File: config.mk
export PLATFORM = sky130hd
export DESIGN_NAME = pipe_stage
export DESIGN_NICKNAME = d
export VERILOG_FILES = /design/src/rtl/pipe_pkg.sv /design/src/rtl/pipe_entry.sv /design/src/rtl/pipe_stage.sv
export SDC_FILE = /design/constraint.sdc
export NUM_CORES = 1
export LEC_CHECK = 0
export CORE_ASPECT_RATIO = 1.4
export CORE_MARGIN = 2
export CORE_UTILIZATION = 50
export CTS_BUF_LIST = sky130_fd_sc_hd__clkbuf_8
export CTS_CLUSTER_DIAMETER = 100
export DETAILED_ROUTE_END_ITERATION = 12
export GPL_ROUTABILITY_DRIVEN = 0
export PLACE_DENSITY = 0.82
export SYNTH_ARGS = -nofsm -noshare
export SYNTH_HDL_FRONTEND = slang
export SYNTH_SLANG_ARGS = --single-unit
File: constraint.sdc
create_clock -name clk -period 3.2 [get_ports clk]
set_clock_uncertainty 0.2 [all_clocks]
set_input_delay 0.64 -clock clk [delete_from_list [all_inputs] [get_ports clk]]
set_output_delay 0.64 -clock clk [all_outputs]
set_load 0.01 [all_outputs]
File: src/rtl/pipe_pkg.sv
// Shared definitions for the elastic pipeline stage: state encoding,
// per-stage payload widths used by the core to size each boundary, and
// the state-to-occupancy decode.
package pipe_pkg;

    typedef enum logic [1:0] {
        ST_EMPTY = 2'd0,
        ST_FULL  = 2'd1,
        ST_SKID  = 2'd2
    } pipe_state_e;

    // Concatenated field widths of each stage boundary register.
    localparam int IF_W = 64;
    localparam int ID_W = 96;
    localparam int EX_W = 80;
    localparam int WB_W = 40;

    // Number of payloads held in a given state.
    function automatic logic [1:0] occ_of(pipe_state_e s);
        logic [1:0] n;
        n = 2'd0;
        case (s)
            ST_FULL: n = 2'd1;
            ST_SKID: n = 2'd2;
            default: n = 2'd0;
        endcase
        return n;
    endfunction

endpackage

File: src/rtl/pipe_entry.sv
// One payload register with load enable. Data only, no reset: validity
// is tracked by the owning stage's state flops.
module pipe_entry #(
    parameter int WIDTH = 32
) (
    input  logic             clk,
    input  logic             load,
    input  logic [WIDTH-1:0] d,
    output logic [WIDTH-1:0] q
);

    // Capture the payload when the stage asks for it.
    always_ff @(posedge clk) begin
        if (load) begin
            q <= d;
        end
    end

endmodule

File: src/rtl/pipe_stage.sv
// Elastic pipeline stage register with valid/ready handshakes on both
// sides, synchronous flush to a bubble, and an optional skid entry.
//
// Handshake: a payload moves across a port on a clock edge where both
// valid and ready are high. Valid never depends on ready on the same
// port. With SKID=1, in_ready comes from state flops only; with SKID=0,
// in_ready is combinational from out_ready so a full stage can pass
// through at one payload per cycle.
//
// The state is exposed on state_dbg for observation.
module pipe_stage
    import pipe_pkg::*;
#(
    parameter int               WIDTH  = 32,
    parameter logic [WIDTH-1:0] BUBBLE = '0,
    parameter int               SKID   = 1
) (
    input  logic             clk,
    input  logic             rst_n,
    input  logic             flush,
    input  logic             in_valid,
    output logic             in_ready,
    input  logic [WIDTH-1:0] in_data,
    output logic             out_valid,
    input  logic             out_ready,
    output logic [WIDTH-1:0] out_data,
    output logic [1:0]       occupancy,
    output pipe_state_e      state_dbg
);

    pipe_state_e      state;
    pipe_state_e      state_nxt;
    logic             xfer_in;
    logic             xfer_out;
    logic             load_main;
    logic             main_from_skid;
    logic [WIDTH-1:0] main_d;
    logic [WIDTH-1:0] main_q;
    logic [WIDTH-1:0] skid_q;

    assign xfer_in   = in_valid & in_ready;
    assign xfer_out  = out_valid & out_ready;
    assign out_valid = (state != ST_EMPTY);
    assign out_data  = out_valid ? main_q : BUBBLE;
    assign occupancy = occ_of(state);
    assign state_dbg = state;
    assign main_d    = main_from_skid ? skid_q : in_data;

    // State register; only the state is reset, the data entries are not.
    always_ff @(posedge clk or negedge rst_n) begin
        if (!rst_n) begin
            state <= ST_EMPTY;
        end else begin
            state <= state_nxt;
        end
    end

    // Next-state and main-entry load decode; flush overrides everything.
    always_comb begin
        state_nxt      = state;
        load_main      = 1'b0;
        main_from_skid = 1'b0;
        case (state)
            ST_EMPTY: begin
                if (xfer_in) begin
                    state_nxt = ST_FULL;
                    load_main = 1'b1;
                end
            end
            ST_FULL: begin
                if (xfer_in && xfer_out) begin
                    load_main = 1'b1;
                end else if (xfer_out) begin
                    state_nxt = ST_EMPTY;
                end else if (xfer_in) begin
                    // Only reachable with a skid entry; without one, a
                    // full stage accepts only while draining.
                    if (SKID != 0) begin
                        state_nxt = ST_SKID;
                    end else begin
                        load_main = 1'b1;
                    end
                end
            end
            ST_SKID: begin
                if (xfer_out) begin
                    state_nxt      = ST_FULL;
                    load_main      = 1'b1;
                    main_from_skid = 1'b1;
                end
            end
            default: state_nxt = ST_EMPTY;
        endcase
        if (flush) begin
            state_nxt = ST_EMPTY;
        end
    end

    pipe_entry #(.WIDTH(WIDTH)) u_main (
        .clk  (clk),
        .load (load_main),
        .d    (main_d),
        .q    (main_q)
    );

    generate
        if (SKID != 0) begin : g_skid
            logic load_skid;
            // The skid entry fills when a full stage accepts but cannot drain.
            assign load_skid = (state == ST_FULL) & xfer_in & ~xfer_out;
            assign in_ready  = (state != ST_SKID);
            pipe_entry #(.WIDTH(WIDTH)) u_skid (
                .clk  (clk),
                .load (load_skid),
                .d    (in_data),
                .q    (skid_q)
            );
        end else begin : g_noskid
            assign in_ready = ~out_valid | out_ready;
            assign skid_q   = in_data;
        end
    endgenerate

endmodule

==> out/qor.csv <==
stage,metric,value,unit
status,status,"complete, no violations",
floorplan,die_x,67.0,um
logic_synthesis,ys_seq_elements,66,
layout,syn_to_final_growth,35.7,%
global_routing,grt_pass1_vias,1550,
global_routing,overflow,0,
global_routing,grt_max_degree,33,
layout,stdcell_count,309,
clock_network,path_clk_slew,60,ps
sta,fmax,348,MHz
critical_path,cp-end-kind,output pin,
placement,place_ws,620,ps
pwr,leakagePower,1.42,nW
drt,wl_per_cell,14.8,um
sta,slew_violations,0,
clock_network,cts_setup_buffers,0,
sta,setup_slack,323,ps
drt,drtPass1Iterations,4,
clock_network,cts_hold_buf,0,
layout,finish.utilization,0.691,
layout,num-nets-final,273,
floorplan,dieArea,6170,sq um
hold_path,hp-class,in -> async,
drt,via_per_inst,4.91,
floorplan,fp-row-count,32,
logic_synthesis,syn_area,2780,sq um
drt,vias,1518,
critical_path,cp_max_fo,13,
layout,antennaDiodeCount,0,
logic_synthesis,syn_nets,188,
placement,place_inst,293,
logic_synthesis,yosys-top-cells-area,"edfxtp_1 (69%), mux2_4 (15%), nor2b_1 (7.7%)",
critical_path,start_kind,flip-flop,
clock_network,ctsHtreeMaxLevel,3,
clock_network,cts.sinks,66,
clock_network,cts_tree,done,
floorplan,start_util,0.510,
logic_synthesis,synth_area_leader_cell,edfxtp_1,
layout,drive_gt1_frac,0.224,
floorplan,core-area,5450,sq um
sta,fin_crit_sh,0.899,
critical_path,crit_required,2360,ps
critical_path,setup.worst_path.end,out_data[2],
logic_synthesis,syn_area_per_cell,18.4,sq um
critical_path,r2r_cells,4,
critical_path,r2r_slack,1170,ps
drt,drc,0,
placement,dpl.hpwl,3250,um
sta,tightestPinTransition,461,ps
sta,tns,0,ps
pwr,ir_worst_vdd,410,uV
logic_synthesis,yosysWarnings,0,
drt,antenna_left,0,
layout,stdcell_area,3760,sq um
clock_network,clockBufferDepth,2,
critical_path,cp-startpoint,state_dbg[0],
critical_path,cp.arrival,2040,ps
logic_synthesis,netlist_instances,151,
drt,drtIter0Drc,57,
logic_synthesis,synth_seq_area_share,0.711,
sta,maxSlewHeadroom,0.692,
critical_path,criticalPathCategory,reg -> out,
placement,place_area,3610,sq um
logic_synthesis,ys_types,18,
floorplan,io_pins,75,
layout,layout_commonest_cell,clkdlybuf4s50_1,
sta,rsz0062_at_grt,no,
global_routing,grt_antenna_before_repair,0,
sta,period_minus_slack,2880,ps
sta,hold_viol_final,0,
pwr,powerDensity,469,nW/um^2
clock_network,cts_buffers,9,
clock_network,cts_resized,0,
flow_run,cap_violations,0,
placement,io_buffers,74,
logic_synthesis,synth.top_cell.area_share,0.693,
floorplan,die_y,92.2,um
clock_network,clock_latency,320,ps
global_routing,grt_pass1_wl,7250,um
critical_path,rr_startpoint,state_dbg[1],
drt,wirelength,4570,um
global_routing,grt_use_total,0.166,
layout,final_cell_mix,"clkdlybuf4s50_1 (74), edfxtp_1 (64), nor2b_1 (33), mux2_4 (28), clkbuf_8 (9)",
critical_path,r2r-end,u_main.q[4],
sta,finalSetupViolations,0,
layout,fill_cells,388,
clock_network,cts_root_buffer,clkbuf_8,
## critical path, cell delays in order (launching register included)
cell and delay, ps:
dfrtp_1 460, nor2_2 400, buf_4 280, nor2b_1 80
clkdlybuf4s50_1 480
## cell usage after synthesis
cell      number
inv_1          2
nor2b_4        1
nand2b_1       1
clkbuf_1       3
nand2_4        1
mux2_2         4
buf_6          3
and2b_1        1
nor2b_1       34
or3_1          1
a31oi_1        1
a21oi_1        1
nor3_1         1
dfrtp_1        2
nand2_1        2
nor2_1         1
mux2_4        28
edfxtp_1      64
## cell type report
cell class | instances | area, sq um | share of cell area
clock buffers | 9 | 124 | 0.0329
well taps | 68 | 85.1 | 0.0226
clock inverters | 7 | 30.0 | 0.00798
inverters | 2 | 7.51 | 0.00199
flip-flops and latches | 66 | 1970 | 0.524
multi-input cells | 77 | 761 | 0.202
repair buffers | 80 | 786 | 0.209
## logic make-up after synthesis
family	Yosys count	synth area share
AO/OA/AOI/OAI	2	0.00406
buffers and inverters	8	0.0189
flip-flops	66	0.711
multiplexers	32	0.168
AND/OR/NAND/NOR	43	0.0987
## report_power, final
group          internal [W]  total, W  switching, W  leakage [nW]
Combinational      0.000136  0.000221     0.0000855         0.702
Sequential         0.000994   0.00100    0.00000918         0.627
Clock              0.000265  0.000541      0.000276        0.0940
Total               0.00140   0.00177      0.000370          1.42
## sequential cells by signal, indices dropped and copies added, names as in the netlist
name,count
u_main.q,32
g_skid.u_skid.q,32
state_dbg,2
## routing by layer
layer | global-route usage | share of wire | routed length, um | vias up
li1 | - | - | - | 726
met1 | 0.200 | 0.43 | 1950 | 719
met2 | 0.250 | 0.48 | 2210 | 59
met3 | 0.0577 | 0.055 | 253 | 14
met4 | 0.107 | 0.034 | 155 | 0
met5 | 0 | 0 | 0 | -
## metrics by stage
step / total power, W / hold slack [ps]
final: 0.00177 / 280
after floorplan: 0.00112 / 144
after global placement: 0.00124 / 330
after CTS: 0.00179 / 259
after global routing: 0.00184 / 257
after detailed placement: 0.00125 / 334
## how the worst min path moves through the flow
| stage | startpoint | end | slack (ps) |
|---|---|---|---|
| finish | rst_n | state_dbg[0] | 280 |
| global route | rst_n | state_dbg[0] | 260 |
| CTS | rst_n | state_dbg[0] | 260 |
| detailed placement | g_skid.u_skid.q[13] | u_main.q[13] | 330 |
| global placement | g_skid.u_skid.q[10] | u_main.q[10] | 330 |
| floorplan | rst_n | state_dbg[0] | 140 |
Note: power is estimated with default switching activity, not from simulation.
